### config.mk
export PLATFORM = sky130hd
export DESIGN_NAME = sig_period_monitor
export DESIGN_NICKNAME = d
export VERILOG_FILES = /design/src/rtl/sig_mon_pkg.sv /design/src/rtl/sig_sync_edge.sv /design/src/rtl/sig_period_monitor.sv
export SDC_FILE = /design/constraint.sdc
export NUM_CORES = 1
export LEC_CHECK = 0
export CORE_ASPECT_RATIO = 0.5
export CORE_MARGIN = 1.5
export CORE_UTILIZATION = 49
export DETAILED_ROUTE_END_ITERATION = 10
export PLACE_DENSITY = 0.76
export SETUP_SLACK_MARGIN = 0.4
export SLEW_MARGIN = 10
export SYNTH_ARGS = -nofsm -noshare
export SYNTH_HDL_FRONTEND = slang
export SYNTH_SLANG_ARGS = --single-unit
### constraint.sdc
create_clock -name clock -period 2.1 [get_ports clock]
set_input_delay 0.21 -clock clock [delete_from_list [all_inputs] [get_ports clock]]
set_output_delay 0.21 -clock clock [all_outputs]
set_load 0.005 [all_outputs]
### src/rtl/sig_mon_pkg.sv
// Shared types and default constants for the signal period monitor.
package sig_mon_pkg;

    typedef enum logic [1:0] {
        IDLE  = 2'd0,
        FIRST = 2'd1,
        TRACK = 2'd2,
        LOST  = 2'd3
    } mon_state_e;

    localparam int DEF_CNT_W    = 16;
    localparam int DEF_TIMEOUT  = 1000;
    localparam int DEF_EDGE_W   = 8;
    localparam int DEF_FILT_LEN = 3;

endpackage

### src/rtl/sig_sync_edge.sv
// Synchronizes sig_in into the clock domain and emits a registered one-cycle edge pulse.
// Optional glitch filter enabled by defining SIG_MON_GLITCH_FILTER_EN.
module sig_sync_edge
    import sig_mon_pkg::*;
#(
    parameter int FILT_LEN = DEF_FILT_LEN
) (
    input  logic clock,
    input  logic reset,
    input  logic sig_in,
    output logic edge_pulse
);

    logic sync1;
    logic sync2;
    logic prev;
    logic lvl;

`ifdef SIG_MON_GLITCH_FILTER_EN
    localparam int STAB_W = (FILT_LEN > 2) ? $clog2(FILT_LEN) : 1;
    localparam logic [STAB_W-1:0] STAB_LAST = STAB_W'(FILT_LEN - 1);

    logic [STAB_W-1:0] stab_q;

    // The new level is accepted combinationally on its FILT_LEN-th consecutive sample,
    // which keeps the extra latency at FILT_LEN-1 cycles.
    assign lvl = (sync2 != prev && stab_q == STAB_LAST) ? sync2 : prev;

    always_ff @(posedge clock or posedge reset) begin
        if (reset) begin
            stab_q <= '0;
        end else begin
            stab_q <= (sync2 != lvl) ? stab_q + 1'b1 : '0;
        end
    end
`else
    assign lvl = sync2;
`endif

    // NOTE: sequential state uses non-blocking assignments so every flop samples pre-edge values.
    always_ff @(posedge clock or posedge reset) begin
        if (reset) begin
            sync1      <= 1'b0;
            sync2      <= 1'b0;
            prev       <= 1'b0;
            edge_pulse <= 1'b0;
        end else begin
            sync1      <= sig_in;
            sync2      <= sync1;
            prev       <= lvl;
            edge_pulse <= (lvl != prev);
        end
    end

endmodule

### src/rtl/sig_period_monitor.sv
// Measures half-period and toggle count of an asynchronous signal, flagging loss of toggling.
// Optional glitch filter in the front end is enabled by defining SIG_MON_GLITCH_FILTER_EN.
module sig_period_monitor
    import sig_mon_pkg::*;
#(
    parameter int CNT_W    = DEF_CNT_W,
    parameter int TIMEOUT  = DEF_TIMEOUT,
    parameter int EDGE_W   = DEF_EDGE_W,
    parameter int FILT_LEN = DEF_FILT_LEN
) (
    input  logic              clock,
    input  logic              reset,
    input  logic              sig_in,
    input  logic              clear,
    output logic [CNT_W-1:0]  half_period,
    output logic              period_valid,
    output logic [EDGE_W-1:0] edge_count,
    output logic              active,
    output logic              timeout
);

    localparam logic [CNT_W-1:0] TO_VAL  = CNT_W'(TIMEOUT);
    localparam logic [CNT_W-1:0] CNT_ONE = CNT_W'(1);

    mon_state_e        state_q;
    mon_state_e        state_d;
    logic [CNT_W-1:0]  cnt_q;
    logic [CNT_W-1:0]  cnt_d;
    logic [CNT_W-1:0]  hp_d;
    logic              pv_d;
    logic [EDGE_W-1:0] ec_d;
    logic [EDGE_W-1:0] ec_inc;
    logic              edge_pulse;

    sig_sync_edge #(
        .FILT_LEN(FILT_LEN)
    ) u_sync_edge (
        .clock     (clock),
        .reset     (reset),
        .sig_in    (sig_in),
        .edge_pulse(edge_pulse)
    );

    assign ec_inc = (&edge_count) ? edge_count : edge_count + 1'b1;

    // NOTE: every signal gets a default before the case so no latch is inferred.
    always_comb begin
        state_d = state_q;
        cnt_d   = cnt_q;
        hp_d    = half_period;
        pv_d    = 1'b0;
        ec_d    = edge_count;

        unique case (state_q)
            IDLE: begin
                cnt_d = '0;
                if (edge_pulse) begin
                    state_d = FIRST;
                    cnt_d   = CNT_ONE;
                    ec_d    = ec_inc;
                end
            end
            FIRST, TRACK: begin
                if (edge_pulse) begin
                    cnt_d = CNT_ONE;
                    ec_d  = ec_inc;
                    // An edge landing on the saturated count restarts tracking; TIMEOUT is never reported.
                    if (cnt_q == TO_VAL) begin
                        state_d = FIRST;
                    end else begin
                        state_d = TRACK;
                        hp_d    = cnt_q;
                        pv_d    = 1'b1;
                    end
                end else if (cnt_q == TO_VAL) begin
                    state_d = LOST;
                end else begin
                    cnt_d = cnt_q + 1'b1;
                end
            end
            LOST: begin
                if (edge_pulse) begin
                    state_d = FIRST;
                    cnt_d   = CNT_ONE;
                    ec_d    = ec_inc;
                end
            end
            default: state_d = IDLE;
        endcase

        if (clear) begin
            state_d = IDLE;
            cnt_d   = '0;
            hp_d    = '0;
            pv_d    = 1'b0;
            ec_d    = '0;
        end
    end

    always_ff @(posedge clock or posedge reset) begin
        if (reset) begin
            state_q <= IDLE;
        end else begin
            state_q <= state_d;
        end
    end

    always_ff @(posedge clock or posedge reset) begin
        if (reset) begin
            cnt_q        <= '0;
            half_period  <= '0;
            period_valid <= 1'b0;
            edge_count   <= '0;
        end else begin
            cnt_q        <= cnt_d;
            half_period  <= hp_d;
            period_valid <= pv_d;
            edge_count   <= ec_d;
        end
    end

    assign active  = (state_q == TRACK);
    assign timeout = (state_q == LOST);

endmodule

# After elaboration in Yosys (flattened, before gate mapping)
# Cells that the tools add are included.
word_totals:
  output_inout_bits: 27
  ff_bits: 47
classes:
  add_sub_neg: 2
  reduce_logical: 11
  eq_ne: 12
  mux: 24
op_table:
  columns: ["cell", "count"]
  rows:
  - ["16-bit 2-to-1 mux", 8]
  - ["16-bit case mux with 3 select lines", 1]
  - ["8-bit 2-to-1 mux", 4]
  - ["16-bit by 1-bit adder with 16-bit output (second input constant)", 1]
  - ["16-bit by 10-bit equality test with 1-bit output (second input constant)", 1]
  - ["2-bit 2-to-1 mux", 5]
  - ["8-bit by 1-bit adder with 8-bit output (second input constant)", 1]
  - ["4-bit by 3-bit != test with 1-bit output (second input constant)", 2]
  - ["8-bit AND reduction", 1]
  - ["3-bit by 1-bit != test with 1-bit output (second input constant)", 2]
  - ["2-bit AND reduction", 3]
  - ["1-bit 2-to-1 mux", 5]
  - ["2-bit equality test (second input constant)", 2]
  - ["2-bit case mux with 2 select lines", 1]
  - ["2-bit nonzero test", 2]
  - ["2-bit OR reduction", 2]
  - ["4-bit OR reduction", 1]
  - ["3-bit by 2-bit != test with 1-bit output (second input constant)", 1]
  - ["3-bit != test (second input constant)", 1]
  - ["3-bit AND reduction", 1]
  - ["2-bit by 1-bit equality test with 1-bit output (second input constant)", 1]
  - ["2-bit zero test", 1]
  - ["2-bit != test (second input constant)", 1]
  - ["1-bit != test", 1]

# Longest topological paths before layout
# Gate-level depths: netlist of the first run.
logic_depth:
  depth_word: 5
  mapped_depth: 10
  depth_no_buf: 7

# Hierarchy
# From an unflattened synthesis of the first run, not the netlist that was laid out.
hier_totals:
  cells_unflattened: 216
  area_unflattened_um2: 2306.0
by_module_without_submodules:
  columns: ["module", "area_each_um2", "n_inst", "seq_area_each_um2", "cells_per_inst"]
  rows:
  - ["sig_period_monitor", 2193.4, 1, 1076.0, 210]
  - ["sig_sync_edge", 112.6, 1, 100.1, 6]

# Least setup slack after synthesis of the first run
# No wires, ideal clock.
synth_timing:
  path_kind: "register -> register"
  start: "reg state_q[0]"
  end: "reg cnt_q[12]"
  path_stages_with_launch: 8
  arrival_ns: 1.931
  synth_period_minus_slack_ns: 2.010
  setup_slack_ns: 0.090
  setup_time_ns: 0.078
  required_time_ns: 2.022
  cell_sequence: "dfrtp_1 > inv_1 > ha_1 > clkbuf_1 > and2_1 > a21o_1 > or4_1 > a21oi_1"
synth_between:
  elab_chain_cells: 4
  word_cells_on_any_way: 10
  cone_classes: "eq/ne: 5; mux: 2; reduce/logical: 3"
synth_lines:
  columns: ["element", "line_no", "text"]
  rows:
  - ["start, declared", "sig_period_monitor.sv:25", "mon_state_e state_q;"]
  - ["start signal, assigned", "sig_period_monitor.sv:104", "state_q <= state_d;"]
  - ["2-bit equality test or 2-bit by 1-bit equality test with 1-bit output (tied branches)", "sig_period_monitor.sv:54", "unique case (state_q)"]
  - ["2-bit OR reduction", "sig_period_monitor.sv:54", null]
  - ["16-bit case mux with 3 select lines or 4-bit by 3-bit != test with 1-bit output (tied branches)", null, null]
  - ["16-bit 2-to-1 mux or 2-bit AND reduction (tied branches)", null, null]
  - ["end signal, assigned", "sig_period_monitor.sv:115", "cnt_q <= cnt_d;"]
  - ["end, declared", "sig_period_monitor.sv:27", "logic [CNT_W-1:0] cnt_q;"]
# Parallel ways exist; a longest one is shown, timed or not.
# A chain may end at the register's enable or synchronous reset.

# Worst setup path in the final report of the first run
layout_timing:
  start: "reg cnt_q[0]"
  end: "reg cnt_q[9]"
layout_between:
  elab_chain_cells: 5
  word_cells_on_any_way: 8
  cone_classes: "add/sub: 1; eq/ne: 2; mux: 4; reduce/logical: 1"
layout_lines:
  columns: ["element", "line_no", "text"]
  rows:
  - ["16-bit by 1-bit adder with 16-bit output", "sig_period_monitor.sv:78", "cnt_d = cnt_q + 1'b1;"]
  - ["16-bit 2-to-1 mux", "sig_period_monitor.sv:75", "end else if (cnt_q == TO_VAL) begin"]
  - ["16-bit 2-to-1 mux", "sig_period_monitor.sv:64", "if (edge_pulse) begin"]
  - ["16-bit case mux with 3 select lines", "sig_period_monitor.sv:54", null]
  - ["16-bit 2-to-1 mux", "sig_period_monitor.sv:91", "if (clear) begin"]
# Parallel ways exist; a longest one is shown, timed or not. The select of a mux whose other input is x is not followed.

==> impl_metrics.py, run 1 <==
metrics = {
    "sta": {
        "hold_viol": 0,
        "period_minus_slack_ns": 1.95,
        "skew_ns": 0.0120,
        "fin_crit_sh": 0.927,
        "relSlewSlack": 0.596,
        "setup_viol": 0,
        "slew_viol_final": 0,
        "fin_tns_setup_ns": 0,
        "max_freq_mhz": 514,
        "rsz0062_at_grt": "true",
        "worst_pin_slew_ns": 0.606,
    },
    "setup_path": {
        "r2r-end": "cnt_q[9]",
        "cp_max_fo": 6,
        "reg2reg_depth": 7,
        "worstReg2RegStart": "cnt_q[0]",
        "required_ns": 2.36,
        "arrival_ns": 2.20,
        "rrSetupSlack_ns": 0.15,
        "endpoint_kind": "flip-flop",
        "cp-endpoint": "cnt_q[9]",
        "crit_path_start_kind": "flip-flop",
        "path_class": "flip-flop to flip-flop",
        "crit_start": "cnt_q[0]",
    },
    "die": {
        "dieArea_sq_um": 5210,
        "io_pins": 31,
        "start_util": 0.520,
        "fp.dieW_um": 101,
        "rows": 17,
        "fp.coreArea_sq_um": 4490,
        "die_h_um": 51.8,
    },
    "final_layout": {
        "final_common_cell": "nand2_1",
        "fin_nets": 332,
        "multi_input_area_sq_um": 1420,
        "mostFrequentLayoutCells": "nand2_1, dfrtp_1, buf_4",
        "diodes": 0,
        "drive_above_1_share": 0.357,
        "register_area_sq_um": 1180,
        "syn_to_final_growth_pct": 46.6,
        "fillCellCount": 282,
        "fin_util": 0.762,
    },
    "yosys": {
        "ys_warn_count": 0,
        "yosysTopAreaCellShare": 0.504,
        "yosysTopAreaCell": "dfrtp_1",
        "synth_cells": 251,
        "synth-seq-cells": 47,
        "yosysSeqAreaShare": 0.504,
        "syn-num-nets": 262,
        "synth_area_leaders": "dfrtp_1, nand2_1, a21oi_1",
        "syn_avg_cell_area_sq_um": 9.29,
        "syn_area_sq_um": 2330,
        "ys_types": 39,
    },
    "clocking": {
        "clkLatencyLatePin_ns": 0.31,
        "cts_buffer_depth": 2,
        "cts_buffers": 5,
        "cts_root_buf": "clkbuf_8",
        "clock_sinks": 47,
        "path_clk_slew_ns": 0.09,
        "cts_tree": "built",
        "cts_max_level": 2,
    },
    "power_and_ir_drop": {
        "power_per_cell_area_nw_per_um2": 572,
        "p_leak_nw": 1.36,
        "vdd.ir_drop.worst_uv": 287,
    },
    "status": {
        "status": "finished clean",
    },
    "job": {
        "drv_cap": 0,
    },
    "global_routing": {
        "overflow": 0,
        "grt_pass1_wl_mm": 9.62,
        "global_route.usage.total": 0.246,
        "grt_pass1_vias": 2042,
        "antenna_found_initial": 0,
        "grt_max_degree": 48,
    },
    "detailed_routing": {
        "viasPerCell": 5.92,
        "drt_first_pass_iters": 4,
        "ant_nets": 0,
        "routedWlPerCell_um": 18.4,
        "via_count": 2298,
        "drtIter0Drc": 177,
        "wl_mm": 7.16,
        "drc": 0,
    },
    "place": {
        "gp_congestion": 0.862,
        "hpwl_mm": 3.59,
        "io_buffer_count": 30,
    },
    "hold_path": {
        "worstHoldPathType": "input pin to flip-flop",
    },
}
[cells in the mapped netlist]
library cell and instances:
nand2b_1 2, xor2_1 2, o31ai_1 3, buf_1 1
a211o_1 1, inv_1 8, a21o_1 3, o21ai_0 15
o221a_2 1, ha_1 7, o221ai_2 1, o211ai_1 1
dfrtp_1 47, or3_1 11, nand4_1 2, and3b_1 1
and4_4 2, a2bb2oi_1 1, nand2_1 50, buf_6 1
nor3b_1 1, nor4_1 1, a21boi_0 1, and2_1 3
a211oi_1 4, nor2_1 12, clkbuf_1 4, nor3_1 3
buf_2 6, xnor2_1 5, nand3_1 7, or2_2 1
nor4b_2 2, and4_1 1, a21oi_1 34, and3_1 1
a2111o_1 1, mux2i_1 2, or4_1 2
[cells by family (layout without fill, tap and decap cells)]
| kind of cell | count (synthesis) | in the layout | synth area share |
|---|---|---|---|
| compound gates | 66 | 68 | 0.167 |
| xor+xnor | 7 | 7 | 0.0263 |
| fa+ha+maj | 7 | 7 | 0.0376 |
| buf+inv | 20 | 86 | 0.0386 |
| flops | 47 | 47 | 0.504 |
| mux | 2 | 2 | 0.00858 |
| simple gates | 102 | 105 | 0.217 |
[worst max-delay path, cell delays in order, from the launching register on]
cell	delay [ns]
dfrtp_1	0.42
inv_2	0.09
ha_4	0.14
nor3b_4	0.23
and4_4	0.31
o221ai_2	0.11
or4_1	0.52
nand2_1	0.07
[metal layers]
metal	routed length (um)	vias up	global-route usage
li1	-	1024	-
met1	3070	1155	0.331
met2	3390	96	0.392
met3	475	23	0.0497
met4	222	0	0.108
met5	0	-	0
[final cells by class]
class                   instances  share of cell area
flip-flops and latches         47               0.345
repair buffers                 70               0.183
clock inverters                 1             0.00146
multi-input cells             189               0.415
inverters                       8             0.00952
clock buffers                   7              0.0223
well taps                      66              0.0242
[metrics by stage]
stage | power (W) | cells | area (sq um) | worst slack, ns | hold WS [ns]
2_1_floorplan | 0.00117 | 251 | 2400 | 0.274 | 0.241
3_3_place_gp | 0.00124 | 346 | 2780 | 0.118 | 0.335
3_5_place_dp | 0.00125 | 346 | 2780 | 0.0717 | 0.340
4_1_cts | 0.00187 | 373 | 3110 | 0.215 | 0.335
5_1_grt | 0.00203 | 388 | 3420 | 0.102 | 0.348
6_report | 0.00196 | 388 | 3420 | 0.153 | 0.342
[worst min-delay path by stage]
stage                 startpoint           endpoint  slack (ns)  depth (start not counted)
2_1_floorplan             sig_in  u_sync_edge.sync1        0.24                          0
3_3_place_gp   u_sync_edge.sync1    u_sync_edge.lvl        0.34                          0
3_5_place_dp   u_sync_edge.sync1    u_sync_edge.lvl        0.34                          0
4_1_cts                   sig_in  u_sync_edge.sync1        0.34                          1
5_1_grt                   sig_in  u_sync_edge.sync1        0.35                          1
6_report                  sig_in  u_sync_edge.sync1        0.34                          1
[flip-flops by register name (all words and copies together), names as in the netlist]
register / flops
cnt_q: 16
half_period: 16
edge_count: 8
state_q: 2
period_valid: 1
u_sync_edge.edge_pulse: 1
u_sync_edge.lvl: 1
u_sync_edge.prev: 1
u_sync_edge.sync1: 1
[repair_timing]
item	in CTS	in global routing
hold buffers	0	0
gates resized for setup	25	52
setup buffers	17	11
gates cloned	2	4
pin swaps	16	15
endpoints found under the hold margin	0	0
setup endpoints to repair	40	42
[report_power, final]
| part | switching [W] | leakage, nW | internal, W |
|---|---|---|---|
| Clock | 0.000309 | 0.0422 | 0.000234 |
| Combinational | 0.000240 | 0.682 | 0.000212 |
| Sequential | 0.0000273 | 0.638 | 0.000932 |
Note: power is estimated with default switching activity, not from simulation.
==> run 2, diff against run 1 <==
- CORE_UTILIZATION: 49 -> 50
- PLACE_DENSITY: 0.76 -> 0.75
- clock period: 2.1 -> 2.5 ns (I/O delays scaled with it)
==> impl_metrics.py, run 2 (synthesized netlist as in run 1, its figures left out) <==
metrics = {
    "place": {
        "hpwl_mm": 3.75,
        "io_buffer_count": 30,
        "dpl_cell_area_sq_um": 2690,
        "gp_congestion": 0.833,
    },
    "power_and_ir_drop": {
        "vdd.ir_drop.worst_uv": 291,
        "comb_power_share": 0.141,
        "power_w": 0.00154,
        "sw_frac_of_total": 0.271,
        "p_leak_nw": 1.13,
        "seq_power_share": 0.525,
        "clock_power_share": 0.333,
        "internal-power_w": 0.00113,
        "power_per_cell_area_nw_per_um2": 546,
        "power_switching_w": 0.000419,
    },
    "setup_path": {
        "timing.critical_path.cells": "nor2_1 > a211o_1 > a21o_1 > or4_1 > nand2_1",
        "arrival_ns": 2.27,
        "critPathMaxStageDelay_ns": 0.60,
        "rrSetupSlack_ns": 0.48,
        "worstReg2RegStart": "u_sync_edge.edge_pulse",
        "endpoint_kind": "flip-flop",
        "required_ns": 2.75,
        "cp_top_family": "simple AND/OR/NAND/NOR gates",
        "path_class": "flip-flop to flip-flop",
        "reg2reg_depth": 5,
        "slowest_stage": "dfrtp_1",
        "cp_max_fo": 14,
        "crit_path_start_kind": "flip-flop",
        "r2r-end": "cnt_q[9]",
        "crit_buf_inv": 0,
    },
    "sta": {
        "hold_viol": 0,
        "fin_tns_setup_ns": 0,
        "fin_crit_sh": 0.807,
        "rsz0062_at_grt": "true",
        "relSlewSlack": 0.695,
        "worst_pin_slew_ns": 0.454,
        "skew_ns": 0.00979,
        "setup_viol": 0,
        "hold_ws_ns": 0.185,
        "period_minus_slack_ns": 2.02,
        "max_freq_mhz": 496,
        "slew_viol_final": 0,
    },
    "status": {
        "status": "finished clean",
    },
    "final_layout": {
        "diodes": 0,
        "mostFrequentLayoutCells": "nand2_1, dfrtp_1, a21oi_1",
        "fillCellCount": 362,
        "largest_registers": "cnt_q x16, half_period x16, edge_count x8",
        "fin_nets": 296,
        "final_cell_area_sq_um": 2830,
        "final_common_cell": "nand2_1",
        "syn_to_final_growth_pct": 21.4,
        "drive_above_1_share": 0.0944,
    },
    "hold_path": {
        "worstHoldPathType": "input pin to asynchronous set/reset pin",
    },
    "clocking": {
        "cts_buffers": 5,
        "cts_buffer_depth": 2,
        "cts_tree": "built",
        "cts_root_buf": "clkbuf_8",
        "clkLatencyLatePin_ns": 0.31,
        "cts_max_level": 2,
        "path_clk_slew_ns": 0.09,
        "clock_sinks": 47,
    },
    "detailed_routing": {
        "routedWlPerCell_um": 15.6,
        "drc": 0,
        "viasPerCell": 5.73,
        "drt_first_pass_iters": 4,
        "via_count": 1966,
        "wl_mm": 5.34,
        "ant_nets": 0,
        "drtIter0Drc": 225,
    },
    "job": {
        "drv_cap": 0,
    },
    "global_routing": {
        "grt_pass1_wl_mm": 8.69,
        "overflow": 0,
        "grt_pass1_vias": 1780,
        "antenna_found_initial": 0,
        "global_route.usage.total": 0.224,
        "grt_max_degree": 32,
    },
    "die": {
        "rows": 17,
        "fp.dieW_um": 99.6,
        "fp.coreArea_sq_um": 4450,
        "dieArea_sq_um": 5110,
        "die_h_um": 51.3,
        "io_pins": 31,
        "start_util": 0.525,
    },
}
run 2: cell count changes in the layout (fill, tap and decap cells not counted), moves of 5 or more:
| cell | delta |
|---|---|
| a21oi_1 | +19 |
| a21oi_2 | -19 |
| buf_4 | -25 |
| ha_1 | +5 |
| buf_6 | -6 |
run 2: worst max-delay path by stage:
| stage | start | endpoint | slack, ns | cells past startpoint |
|---|---|---|---|---|
| 2_1_floorplan | state_q[0] | cnt_q[12] | 0.49 | 7 |
| 3_3_place_gp | clear | cnt_q[12] | 0.40 | 6 |
| 3_5_place_dp | clear | cnt_q[12] | 0.37 | 6 |
| 4_1_cts | state_q[0] | edge_count[3] | 0.43 | 6 |
| 5_1_grt | edge_count[0] | edge_count[3] | 0.36 | 6 |
| 6_report | u_sync_edge.edge_pulse | cnt_q[9] | 0.48 | 5 |
run 2: final cells by class:
cell class,instances,area (sq um),area share
multi-input combinational,184,1080,0.383
clock buffer,8,100,0.0354
inverter,8,30.0,0.0106
timing repair buffer,39,368,0.130
tap,57,71.3,0.0252
sequential,47,1180,0.416
run 2: per-layer routing:
layer,global-route usage,routed length (um)
met1,0.323,2600
met2,0.344,2390
met3,0.0492,292
met4,0.0634,51
met5,0,0
run 2: stage by stage:
| step | utilization | std cells | setup slack, ns |
|---|---|---|---|
| 2_1_floorplan | - | 251 | 0.490 |
| 3_3_place_gp | 0.605 | 332 | 0.401 |
| 3_5_place_dp | 0.605 | 332 | 0.368 |
| 4_1_cts | 0.629 | 340 | 0.427 |
| 5_1_grt | 0.637 | 343 | 0.359 |
| 6_report | 0.637 | 343 | 0.483 |
run 2: timing repair:
item                                    CTS  global route
endpoints found under the setup margin    1            15
pin swaps                                 0             1
hold buffers                              0             0
endpoints found under the hold margin     0             0
gates resized for setup                   1             2
setup buffers                             0             3
gates cloned                              0             0
run 2: power groups by stage:
| stage | Sequential [W] | Clock (W) | Combinational, W |
|---|---|---|---|
| finish | 0.000811 | 0.000515 | 0.000218 |
| global route | 0.000815 | 0.000547 | 0.000244 |
| CTS | 0.000811 | 0.000522 | 0.000206 |
| detailed placement | 0.000826 | 0 | 0.000204 |
| global placement | 0.000824 | 0 | 0.000197 |
| floorplan | 0.000817 | 0 | 0.000134 |
